File: src/rtl/qspinor_target_io_pkg.sv
// Shared command-field positions, width encodings, FSM states and per-width
// shift helpers for the QSPI NOR target bit engine.
package qspinor_target_io_pkg;

  localparam int unsigned CMD_DMY    = 7;
  localparam int unsigned CMD_DOE    = 6;
  localparam int unsigned CMD_WID_HI = 5;
  localparam int unsigned CMD_WID_LO = 4;
  localparam int unsigned CMD_CNT_HI = 3;

  localparam logic [1:0] WID_X1 = 2'd0;
  localparam logic [1:0] WID_X2 = 2'd1;
  localparam logic [1:0] WID_X4 = 2'd2;

  typedef enum logic [1:0] {
    StIdle,
    StWait,
    StShift,
    StDummy
  } state_e;

  typedef struct packed {
    logic       dout;
    logic [1:0] wid;
    logic [3:0] cnt;
  } cmd_t;

  // Index of the final rising edge of a byte; the reserved width 3 behaves as x4.
  function automatic logic [2:0] last_edge(input logic [1:0] wid);
    case (wid)
      WID_X1:  return 3'd7;
      WID_X2:  return 3'd3;
      default: return 3'd1;
    endcase
  endfunction

  // x1 transmits on IO1 only; x2 and x4 use the low lines.
  function automatic logic [3:0] out_lines(input logic [1:0] wid);
    case (wid)
      WID_X1:  return 4'b0010;
      WID_X2:  return 4'b0011;
      default: return 4'b1111;
    endcase
  endfunction

  function automatic logic [3:0] drive_bits(input logic [7:0] s, input logic [1:0] wid);
    case (wid)
      WID_X1:  return {2'b00, s[7], 1'b0};
      WID_X2:  return {2'b00, s[7:6]};
      default: return s[7:4];
    endcase
  endfunction

  function automatic logic [7:0] shift_out(input logic [7:0] s, input logic [1:0] wid);
    case (wid)
      WID_X1:  return {s[6:0], 1'b0};
      WID_X2:  return {s[5:0], 2'b00};
      default: return {s[3:0], 4'b0000};
    endcase
  endfunction

  function automatic logic [7:0] shift_in(input logic [7:0] s, input logic [3:0] io,
                                          input logic [1:0] wid);
    case (wid)
      WID_X1:  return {s[6:0], io[0]};
      WID_X2:  return {s[5:0], io[1:0]};
      default: return {s[3:0], io};
    endcase
  endfunction

endpackage

File: src/rtl/qspinor_edge_sync.sv
// Brings the pad-side SCLK, CS_n and IO inputs into the clk domain and
// produces single-cycle SCLK rise/fall and CS_n rise pulses.
module qspinor_edge_sync #(
  parameter int unsigned SYNC_STAGES = 2
) (
  input  logic       clk,
  input  logic       rstn,
  input  logic       sclk_raw,
  input  logic       cs_n_raw,
  input  logic [3:0] mosi_raw,
  output logic       cs_n,
  output logic [3:0] mosi,
  output logic       sclk_rise,
  output logic       sclk_fall,
  output logic       cs_rise
);

  logic [SYNC_STAGES-1:0]      sclk_sync;
  logic [SYNC_STAGES-1:0]      cs_sync;
  logic [SYNC_STAGES-1:0][3:0] mosi_sync;
  logic                        sclk_prev;
  logic                        cs_prev;

  // IO goes through the same depth as SCLK so sampled data stays aligned with edges.
  always_ff @(posedge clk) begin
    if (!rstn) begin
      sclk_sync <= '0;
      cs_sync   <= '1;
      mosi_sync <= '0;
      sclk_prev <= 1'b0;
      cs_prev   <= 1'b1;
    end else begin
      sclk_sync <= {sclk_sync[SYNC_STAGES-2:0], sclk_raw};
      cs_sync   <= {cs_sync[SYNC_STAGES-2:0], cs_n_raw};
      mosi_sync <= {mosi_sync[SYNC_STAGES-2:0], mosi_raw};
      sclk_prev <= sclk_sync[SYNC_STAGES-1];
      cs_prev   <= cs_sync[SYNC_STAGES-1];
    end
  end

  assign cs_n      = cs_sync[SYNC_STAGES-1];
  assign mosi      = mosi_sync[SYNC_STAGES-1];
  assign sclk_rise = sclk_sync[SYNC_STAGES-1] & ~sclk_prev;
  assign sclk_fall = ~sclk_sync[SYNC_STAGES-1] & sclk_prev;
  assign cs_rise   = cs_sync[SYNC_STAGES-1] & ~cs_prev;

endmodule

File: src/rtl/qspinor_target_io.sv
// Target-side QSPI NOR bit engine: executes one per-byte command (send,
// receive or dummy run) against the externally clocked SPI bus.
module qspinor_target_io
  import qspinor_target_io_pkg::*;
#(
  parameter int unsigned SYNC_STAGES = 2,
  parameter logic [3:0]  IDLE_MISO   = 4'h0
) (
  input  logic       clk,
  input  logic       rstn,
  input  logic       cmd_trig,
  input  logic [7:0] cmd_body,
  output logic       cmd_done,
  output logic       cmd_abort,
  output logic       busy,
  input  logic       tx_rdy,
  output logic       tx_req,
  input  logic [7:0] tx_data,
  output logic       rx_vld,
  output logic [7:0] rx_data,
  input  logic       spi_cs_n,
  input  logic       spi_sclk,
  input  logic [3:0] spi_mosi,
  output logic [3:0] spi_miso,
  output logic [3:0] spi_oe
);

  logic       cs_n_s;
  logic [3:0] mosi_s;
  logic       sclk_rise;
  logic       sclk_fall;
  logic       cs_rise;

  qspinor_edge_sync #(
    .SYNC_STAGES (SYNC_STAGES)
  ) u_edge_sync (
    .clk       (clk),
    .rstn      (rstn),
    .sclk_raw  (spi_sclk),
    .cs_n_raw  (spi_cs_n),
    .mosi_raw  (spi_mosi),
    .cs_n      (cs_n_s),
    .mosi      (mosi_s),
    .sclk_rise (sclk_rise),
    .sclk_fall (sclk_fall),
    .cs_rise   (cs_rise)
  );

  state_e     state_q, state_d;
  cmd_t       cmd_q, cmd_d;
  logic [1:0] drv_wid_q, drv_wid_d;
  logic [2:0] edge_cnt_q, edge_cnt_d;
  logic       last_rise_q, last_rise_d;
  logic [3:0] dcnt_q, dcnt_d;
  logic [7:0] shreg_q, shreg_d;
  logic [3:0] oe_q, oe_d;
  logic [7:0] rx_data_q, rx_data_d;
  logic       done_q, done_d;
  logic       abort_q, abort_d;
  logic       rx_vld_q, rx_vld_d;
  logic       tx_req_c;
  logic       rise;
  logic       fall;

  assign rise = sclk_rise & ~cs_n_s;
  assign fall = sclk_fall & ~cs_n_s;

  always_comb begin
    state_d     = state_q;
    cmd_d       = cmd_q;
    drv_wid_d   = drv_wid_q;
    edge_cnt_d  = edge_cnt_q;
    last_rise_d = last_rise_q;
    dcnt_d      = dcnt_q;
    shreg_d     = shreg_q;
    oe_d        = oe_q;
    rx_data_d   = rx_data_q;
    done_d      = 1'b0;
    abort_d     = 1'b0;
    rx_vld_d    = 1'b0;
    tx_req_c    = 1'b0;

    // Abort has priority over any edge seen in the same cycle.
    if (cs_rise && state_q != StIdle) begin
      abort_d = 1'b1;
      oe_d    = '0;
      state_d = StIdle;
    end else begin
      if (cs_rise) begin
        oe_d = '0;
      end
      unique case (state_q)
        StIdle: begin
          if (cmd_trig) begin
            cmd_d.dout  = cmd_body[CMD_DOE];
            cmd_d.wid   = cmd_body[CMD_WID_HI:CMD_WID_LO];
            cmd_d.cnt   = cmd_body[CMD_CNT_HI:0];
            edge_cnt_d  = '0;
            last_rise_d = 1'b0;
            dcnt_d      = '0;
            if (cmd_body[CMD_DMY]) begin
              oe_d    = '0;
              state_d = StDummy;
            end else if (cmd_body[CMD_DOE]) begin
              if (tx_rdy) begin
                tx_req_c  = 1'b1;
                shreg_d   = tx_data;
                drv_wid_d = cmd_body[CMD_WID_HI:CMD_WID_LO];
                oe_d      = out_lines(cmd_body[CMD_WID_HI:CMD_WID_LO]);
                state_d   = StShift;
              end else begin
                state_d = StWait;
              end
            end else begin
              oe_d    = '0;
              shreg_d = '0;
              state_d = StShift;
            end
          end
        end
        StWait: begin
          // Edges seen here are deliberately not counted.
          if (tx_rdy) begin
            tx_req_c    = 1'b1;
            shreg_d     = tx_data;
            drv_wid_d   = cmd_q.wid;
            oe_d        = out_lines(cmd_q.wid);
            edge_cnt_d  = '0;
            last_rise_d = 1'b0;
            state_d     = StShift;
          end
        end
        StShift: begin
          if (cmd_q.dout) begin
            if (rise && !last_rise_q) begin
              if (edge_cnt_q == last_edge(cmd_q.wid)) begin
                last_rise_d = 1'b1;
              end else begin
                edge_cnt_d = edge_cnt_q + 3'd1;
              end
            end else if (fall && last_rise_q) begin
              done_d  = 1'b1;
              state_d = StIdle;
            end else if (fall) begin
              shreg_d = shift_out(shreg_q, cmd_q.wid);
            end
          end else if (rise) begin
            shreg_d = shift_in(shreg_q, mosi_s, cmd_q.wid);
            if (edge_cnt_q == last_edge(cmd_q.wid)) begin
              rx_data_d = shreg_d;
              rx_vld_d  = 1'b1;
              done_d    = 1'b1;
              state_d   = StIdle;
            end else begin
              edge_cnt_d = edge_cnt_q + 3'd1;
            end
          end
        end
        StDummy: begin
          // A count of 0 wraps to 15 here, giving a 16-edge run.
          if (rise) begin
            if (dcnt_q == cmd_q.cnt - 4'd1) begin
              done_d  = 1'b1;
              state_d = StIdle;
            end else begin
              dcnt_d = dcnt_q + 4'd1;
            end
          end
        end
        default: state_d = StIdle;
      endcase
    end
  end

  always_ff @(posedge clk) begin
    if (!rstn) begin
      state_q     <= StIdle;
      cmd_q       <= '0;
      drv_wid_q   <= WID_X1;
      edge_cnt_q  <= '0;
      last_rise_q <= 1'b0;
      dcnt_q      <= '0;
      shreg_q     <= '0;
      oe_q        <= '0;
      rx_data_q   <= '0;
      done_q      <= 1'b0;
      abort_q     <= 1'b0;
      rx_vld_q    <= 1'b0;
    end else begin
      state_q     <= state_d;
      cmd_q       <= cmd_d;
      drv_wid_q   <= drv_wid_d;
      edge_cnt_q  <= edge_cnt_d;
      last_rise_q <= last_rise_d;
      dcnt_q      <= dcnt_d;
      shreg_q     <= shreg_d;
      oe_q        <= oe_d;
      rx_data_q   <= rx_data_d;
      done_q      <= done_d;
      abort_q     <= abort_d;
      rx_vld_q    <= rx_vld_d;
    end
  end

  assign cmd_done  = done_q;
  assign cmd_abort = abort_q;
  assign rx_vld    = rx_vld_q;
  assign rx_data   = rx_data_q;
  assign busy      = (state_q != StIdle);
  // The pop is combinational with the load, so hold it off while in reset.
  assign tx_req    = tx_req_c & rstn;
  assign spi_oe    = oe_q;
  assign spi_miso  = (oe_q & drive_bits(shreg_q, drv_wid_q)) | (~oe_q & IDLE_MISO);

endmodule

File: config.mk
export PLATFORM = sky130hd
export DESIGN_NAME = qspinor_target_io
export DESIGN_NICKNAME = d
export VERILOG_FILES = /design/src/rtl/qspinor_target_io_pkg.sv /design/src/rtl/qspinor_edge_sync.sv /design/src/rtl/qspinor_target_io.sv
export SDC_FILE = /design/constraint.sdc
export NUM_CORES = 1
export LEC_CHECK = 0
export CORE_ASPECT_RATIO = 0.7
export CORE_MARGIN = 1.5
export CORE_UTILIZATION = 45
export CTS_CLUSTER_DIAMETER = 200
export DETAILED_ROUTE_END_ITERATION = 16
export DONT_BUFFER_PORTS = 1
export PLACE_DENSITY_LB_ADDON = 0.05
export SLEW_MARGIN = 20
export SYNTH_ARGS = -nofsm -noshare
export SYNTH_HDL_FRONTEND = slang
export SYNTH_SLANG_ARGS = --single-unit
File: constraint.sdc
create_clock -name clk -period 2.43 [get_ports clk]
set_input_delay 0.486 -clock clk [delete_from_list [all_inputs] [get_ports clk]]
set_output_delay 0.486 -clock clk [all_outputs]
set_load 0.1 [all_outputs]
Word level (Yosys, flattened, before mapping)

Index checks and enable logic that the tools add are counted.

Register bits: 56
Logic and storage cells: 172

Add/subtract/negate cells: 3
Equality and inequality tests: 29
Multiplexer cells: 83
Bitwise logic cells: 15
Reduce and logical (&&, ||, !) cells: 22

Operator list:

| kind                | count |
|---|---|
| $mux 8              | 9 |
| $mux 3              | 15 |
| $pmux 4 s2          | 5 |
| $mux 4              | 9 |
| $mux 2              | 17 |
| $pmux 8 s2          | 2 |
| $ne 3x3->1 const B  | 9 |
| $pmux 8 s3          | 1 |
| $reduce_and 8->1    | 3 |
| $ne 2x2->1 const B  | 11 |
| $mux 1              | 18 |
| $reduce_and 7->1    | 2 |
| $reduce_and 5->1    | 2 |
| $pmux 3 s3          | 1 |
| $eq 2x1->1 const B  | 4 |
| $logic_not 2->1     | 4 |
| $not 1->1           | 8 |
| $pmux 2 s4          | 1 |
| $and 1x1->1         | 6 |
| $eq 3x3->1          | 2 |
| $pmux 3 s2          | 1 |
| $reduce_bool 2->1   | 3 |
| $add 4x1->4 const B | 1 |
| $and 4x4->4         | 1 |
| 13 further kinds    | 17 |

Logic depth before layout (Yosys ltp)

Gate-level depths: netlist of the first run.

Depth after elaboration: 13
Gate-level depth with buffers: 9

Cells and area by module

From an unflattened synthesis of the first run, not the netlist that was laid out.

Cells, all modules: 359
Area total of the unflattened synthesis: 3034.2 sq um

Modules (own cells, without submodules):

| module            | times used | cells each | area an instance (sq um) | seq. area each (sq um) |
|---|---|---|---|---|
| qspinor_target_io | 1          | 323        | 2597.5                   | 840.8 |
| qspinor_edge_sync | 1          | 36         | 436.7                    | 280.3 |

Least setup slack after synthesis of the first run

Ideal clock, no wire load.

Kind: register to output
From: register oe_q[1] (netlist: spi_oe[1])
To: output spi_miso[1]
Data arrival time: 2.387 ns
Required time: 1.944 ns
Setup slack: -0.443 ns
Stages on the path, launching flop included: 2
Buffers on the path: 0
Path through: dfxtp_1 > nor2b_1

Word-level cells in the longest chain between the ends: 1

Ends and longest elaborated chain:

| what                     | RTL line                 | text |
|---|---|---|
| start: declaration       | qspinor_target_io.sv:56  | `logic [3:0] oe_q, oe_d;` |
| start signal: assignment | qspinor_target_io.sv:184 | `oe_q <= '0;` |
| start signal: assignment | qspinor_target_io.sv:197 | `oe_q <= oe_d;` |
| $and 4x4->4              | qspinor_target_io.sv:213 | `assign spi_miso = (oe_q & drive_bits(shreg_q, drv_wid_q)) \| (~oe_q & IDLE_MISO);` |
| end: declaration         | qspinor_target_io.sv:24  | `output logic [3:0] spi_miso,` |

No other way between the ends.

Worst setup path after layout of the first run

From: register state_q[1]
To: output tx_req

Word-level cells in the longest chain between the ends: 4
Elaborated cells on any way between the ends: 7
Classes of those cells: 1 x eq/ne; 2 x mux; 1 x bitwise; 3 x reduce/logical

Ends and longest elaborated chain:

| what                                            | RTL line                                         | text |
|---|---|---|
| start: declaration                              | qspinor_target_io.sv:49                          | `state_e state_q, state_d;` |
| start signal: assignment                        | qspinor_target_io.sv:177                         | `state_q <= StIdle;` |
| start signal: assignment                        | qspinor_target_io.sv:190                         | `state_q <= state_d;` |
| $eq 2x1->1, or another cell as far along        | qspinor_target_io.sv:92                          | `unique case (state_q)` |
| $pmux 1 s2 or $logic_and 1x1->1 (tied branches) | qspinor_target_io.sv:92, qspinor_target_io.sv:84 |  |
| $mux 1 *                                        | qspinor_target_io.sv:84                          | `if (cs_rise && state_q != StIdle) begin` |
| $and 1x1->1 *                                   | qspinor_target_io.sv:211                         | `assign tx_req = tx_req_c & rstn;` |
| end: declaration                                | qspinor_target_io.sv:17                          | `output logic tx_req,` |

Every way passes the cells marked *; elsewhere a longest branch is shown, timed or not.

==> results of run 1 <==
==> Yosys cell counts, types with 9 or more instances <==
master	number	share of area [%]
dfxtp_1	56	38
nor2_1	17	2.2
and2_1	15	3.2
a21oi_1	31	5.3
clkbuf_1	15	1.9
nand2b_1	9	1.9
inv_1	9	1.2
o21ai_0	19	3.3
nand2_1	54	6.9
mux2i_1	10	3.4
==> registers in the layout, summed over array words and instances, names as in the netlist, 3 cells and up <==
register and flops:
cmd_q 7, dcnt_q 4, edge_cnt_q 3, rx_data 8, shreg_q 8, spi_oe 4, u_edge_sync.mosi 4, u_edge_sync.mosi_sync 4
==> final cells by class <==
type	count	area, um2	area share (%)
clock inverters	2	60.06	1.820
inverters	9	33.78	1.024
multi-input cells	262	1705	51.69
well taps	78	97.59	2.958
flip-flops and latches	56	1121	33.98
clock buffers	5	68.82	2.086
repair buffers	25	212.7	6.447
==> stage by stage <==
step	instances	setup slack (ns)	cell area [um2]	power, mW
4_1_cts	437	0.006960	3296	3.044
3_3_place_gp	430	0.4194	3167	2.321
6_report	437	0.1281	3299	3.064
5_1_grt	437	0.02671	3299	3.229
3_5_place_dp	430	0.3686	3167	2.329
2_1_floorplan	345	0.02087	2930	2.061
==> logic make-up (layout without fill, tap and decap cells) <==
kind of cell	count (synthesis)	count (layout)	synth area share, %
adders and majority gates	7	7	2.994
muxes	15	15	5.346
xor gates and xnor gates	6	6	2.267
AOI/OAI and AO/OA	93	93	21.69
buffers and inverters	27	41	3.678
DFF	56	56	38.32
and+or+nand+nor	141	141	25.71
==> power by group <==
part | switching [mW] | internal (mW)
logic | 0.790 | 0.439
registers | 0.101 | 1.02
clock network | 0.312 | 0.406
==> worst max-delay path by stage <==
stage          depth (start not counted)       start     endpoint  slack [ns]
2_1_floorplan                          1   spi_oe[1]  spi_miso[1]        0.02
3_3_place_gp                           6  state_q[0]       tx_req        0.42
3_5_place_dp                           7  state_q[1]   shreg_q[7]        0.37
4_1_cts                                6  state_q[1]       tx_req       0.007
5_1_grt                                6  state_q[0]       tx_req        0.03
6_report                               6  state_q[1]       tx_req        0.13
==> worst max-delay path, delay by kind of cell, from the launching register on <==
kind            cells  cell delay [ns]
fa+ha+maj           1             0.30
compound gates      1             0.10
buf+inv             2             0.30
simple gates        2             0.45
flops               1             0.35
==> routing by layer <==
| metal | part of all wire (%) | GRT usage [%] |
|---|---|---|
| met3 | 7.2 | 5.405 |
| met4 | 0.59 | 5.790 |
| met1 | 52 | 35.13 |
| met2 | 40 | 29.83 |
| met5 | 0 | 0 |
==> run summary, run 1 <==
r2r setup slk - 0.32 ns
worst hold endpoint - u_edge_sync.cs_sync[1]
commonest non-fill, non-tap cells in the layout - dfxtp_1 (56), nand2_1 (54), a21oi_1 (31)
final cycle utilization of the critical path - 94.73%
first-pass GRT wire length - 12300 um
ANT nets after route - 0
outcome - finished, final reports clean
flops & latches, synth - 56
antenna violations before repair - 0
Resized cells post-CTS - 0
I/O pin count - 47
Core Region - 6246 um2
Worst-path clk slew - 0.10 ns
DRC Markers - 0
Syn Std Cell Area - 2925 um2
DIE WIDTH - 99.37 um
Fin Clk Skew - 0.008787 ns
DRT iter0 DRCs - 184
critical path arrival - 1.82 ns
Reg2Reg Depth - 7
vias in the first global route - 2356
RR Startpoint - state_q[0]
P_leak - 1.315 nW
post-route core utilization - 52.82%
cell row count - 24
cts bufs inserted - 5
CP max stage cell - dfxtp_1
Worst Setup Start Kind - flip-flop
VDD IR max - 0.7978 mV
endpoints failing setup - 0
Syn Area/Cell - 8.479 um2
Die H - 70.46 um
commonest non-fill, non-tap cell in the layout - dfxtp_1
YS warnings - 0
CP required - 1.94 ns
ys async rst share - 0%
GR Overflow Total - 0
max incr delay on CP - 0.35 ns
Max Slew Vio Count - 0
Fin. Hold Viols - 0
hpwl dp - 5460 um
Final #Nets - 392
clock buffer depth - 2
min cycle time layout - 2.302 ns
Slew @ Worst Pin - 0.8387 ns
Rel. slew slack - 44.02%
WHS Path Cells - 1
Hold Path Origin - rstn
CP Max Fanout - 10
Placer Congestion - 0.8947
ratio of cells with drive above 1 in the final layout - 13.65%
Hold/Removal Path Class - in -> reg
Initial Utilization - 46.83%
sequential area share after synthesis - 38.32%
Critical Path Sink Type - primary output
R2R Path End - shreg_q[3]
port bufs - 0
H-tree Lvls - 2
Post-synth EDFFs - 0
post-CTS setup buffers - 0
drt pass-1 iters - 4
clock root buffer master - clkbuf_8
Die ar. - 7001 um2
largest net degree at the start of global routing - 37
ANT cells - 0
clock sinks - 56
Top FF cell, synth - dfxtp_1
Vias - 2547
post-synth cell types - 57
Mapped Cells - 345
RSZ-0062 raised after global routing - no
Total GRT Usage - 22.35%
via/cell ratio - 5.828
fmax - 0.4344 GHz
CTS tree - yes
setup_tns - 0 ns
PwrDens - 928.7 nW/um2
WL final - 7439 um
Max-cap violations - 0
Worst Hold Slack - 0.2433 ns
worst-skew pair later-pin latency - 0.32 ns
Layout fillers - 618
worst-path cell chain - inv_1 > ha_2 > and4b_2 > o21ai_1 > nor2_2 > buf_12
Syn-to-layout area delta - 12.79%
cts hold-fix bufs - 0
syn nets - 378
routed len/inst - 17.02 um
Crit Path Category - reg -> out
Power figures use the tool's default switching activity.
==> run 2: changes to the inputs <==
==> constraint.sdc (replaced) <==
create_clock -name clk -period 2.43 [get_ports clk]
set_input_delay 0.3645 -clock clk [delete_from_list [all_inputs] [get_ports clk]]
set_output_delay 0.3645 -clock clk [all_outputs]
set_load 0.1 [all_outputs]
==> run 2 against run 1 <==
  * Hold slack worse by 0.12 ns
  * Clock skew down 0.00058 ns
  * Largest cell class unchanged
  * Combinational power is essentially flat
==> run summary, run 2 (synthesis results as in run 1) <==
outcome - finished, final reports clean
Max Slew Vio Count - 0
I/O pin count - 47
commonest non-fill, non-tap cells in the layout - dfxtp_1 (56), nand2_1 (54), a21oi_1 (31)
Die ar. - 7001 um2
DRC Markers - 0
GR Overflow Total - 0
r2r setup slk - 0.31 ns
Max-cap violations - 0
Resized cells post-CTS - 0
Rel. slew slack - 43.69%
Setup WS post-layout - 0.1091 ns
fmax - 0.4309 GHz
post-CTS setup buffers - 0
critical path arrival - 1.96 ns
Worst Setup EP - tx_req
VDD IR max - 0.7615 mV
cts hold-fix bufs - 0
Total Power - 2.891 mW
WL final - 7411 um
worst-skew pair later-pin latency - 0.31 ns
critical path launch point - state_q[0]
CP required - 2.07 ns
RSZ-0062 raised after global routing - no
Worst-path clk slew - 0.10 ns
Fin. Hold Viols - 0
cts bufs inserted - 5
CTS tree - yes
drt pass-1 iters - 4
Vias - 2552
min cycle time layout - 2.321 ns
RR Startpoint - state_q[0]
setup_tns - 0 ns
Fin Clk Skew - 0.008207 ns
antenna violations before repair - 0
largest net degree at the start of global routing - 37
H-tree Lvls - 2
Reg2Reg Depth - 7
final cycle utilization of the critical path - 95.51%
Slew @ Worst Pin - 0.8437 ns
ratio of cells with drive above 1 in the final layout - 13.85%
Syn-to-layout area delta - 11.04%
Crit Path Category - reg -> out
Hold/Removal Path Class - in -> reg
Initial Utilization - 46.83%
DIE WIDTH - 99.37 um
clock buffer depth - 2
Total GRT Usage - 21.89%
Die H - 70.46 um
hpwl dp - 5482 um
DRT iter0 DRCs - 174
P_leak - 1.303 nW
Worst Setup Start Kind - flip-flop
dpl cells - 431
CP Max Fanout - 10
clock sinks - 56
PwrDens - 890.2 nW/um2
Core Region - 6246 um2
first-pass GRT wire length - 12080 um
port bufs - 0
endpoints failing setup - 0
commonest non-fill, non-tap cell in the layout - dfxtp_1
non-filler cells, final - 439
vias in the first global route - 2276
ANT cells - 0
ANT nets after route - 0
R2R Path End - shreg_q[3]
routed len/inst - 16.88 um
post-place setup slack - 0.3335 ns
Critical Path Sink Type - primary output
Worst Hold Slack - 0.1235 ns
Placer Congestion - 0.8791
cell row count - 24
via/cell ratio - 5.813
Final #Nets - 393
clock root buffer master - clkbuf_8
[run 2: worst max-delay path, stage by stage (launching register included)]
cell     delay [ns]
dfxtp_1        0.36
inv_1          0.11
ha_2           0.30
and4b_1        0.32
o21ai_0        0.15
nor2_2         0.11
buf_4          0.29
[run 2: power breakdown]
group	switching (mW)	internal, mW
clock	0.316	0.234
sequential	0.0955	1.02
combinational	0.795	0.435
[run 2: how the worst min path moves through the flow]
stage / startpoint / endpoint / slack (ns) / cells after the start
floorplan: u_edge_sync.cs_sync[0] / u_edge_sync.cs_sync[1] / 0.39 / 1
global placement: u_edge_sync.cs_sync[0] / u_edge_sync.cs_sync[1] / 0.40 / 1
detailed placement: u_edge_sync.cs_sync[0] / u_edge_sync.cs_sync[1] / 0.40 / 1
CTS: rstn / u_edge_sync.cs_sync[0] / 0.11 / 1
global route: rstn / u_edge_sync.cs_sync[1] / 0.10 / 1
finish: rstn / u_edge_sync.cs_sync[1] / 0.12 / 1
[run 2: stage by stage]
step	util, %	instance area (um2)
5_1_grt	52.00	3248
2_1_floorplan	-	2930
6_report	52.00	3248
3_3_place_gp	50.42	3149
4_1_cts	51.96	3246
3_5_place_dp	50.42	3149
[run 2: area by class of cell]
| class | instances | area, um2 |
|---|---|---|
| Clock inverter | 2 | 13.76 |
| Timing Repair Buffer | 26 | 195.2 |
| Tap cell | 78 | 97.59 |
| Inverter | 9 | 33.78 |
| Sequential cell | 56 | 1121 |
| Multi-Input combinational cell | 262 | 1704 |
| Fill cell | 618 | 2998 |
| Clock buffer | 6 | 82.58 |
[run 2: routing by layer]
| metal | track usage, % | vias up | wire length [um] | part of all wire, % |
|---|---|---|---|---|
| met4 | 4.851 | 0 | 51 | 0.69 |
| li1 | - | 1270 | - | - |
| met5 | 0 | - | 0 | 0 |
| met1 | 34.61 | 1196 | 3898 | 53 |
| met2 | 29.98 | 79 | 2901 | 39 |
| met3 | 4.404 | 7 | 561 | 7.6 |
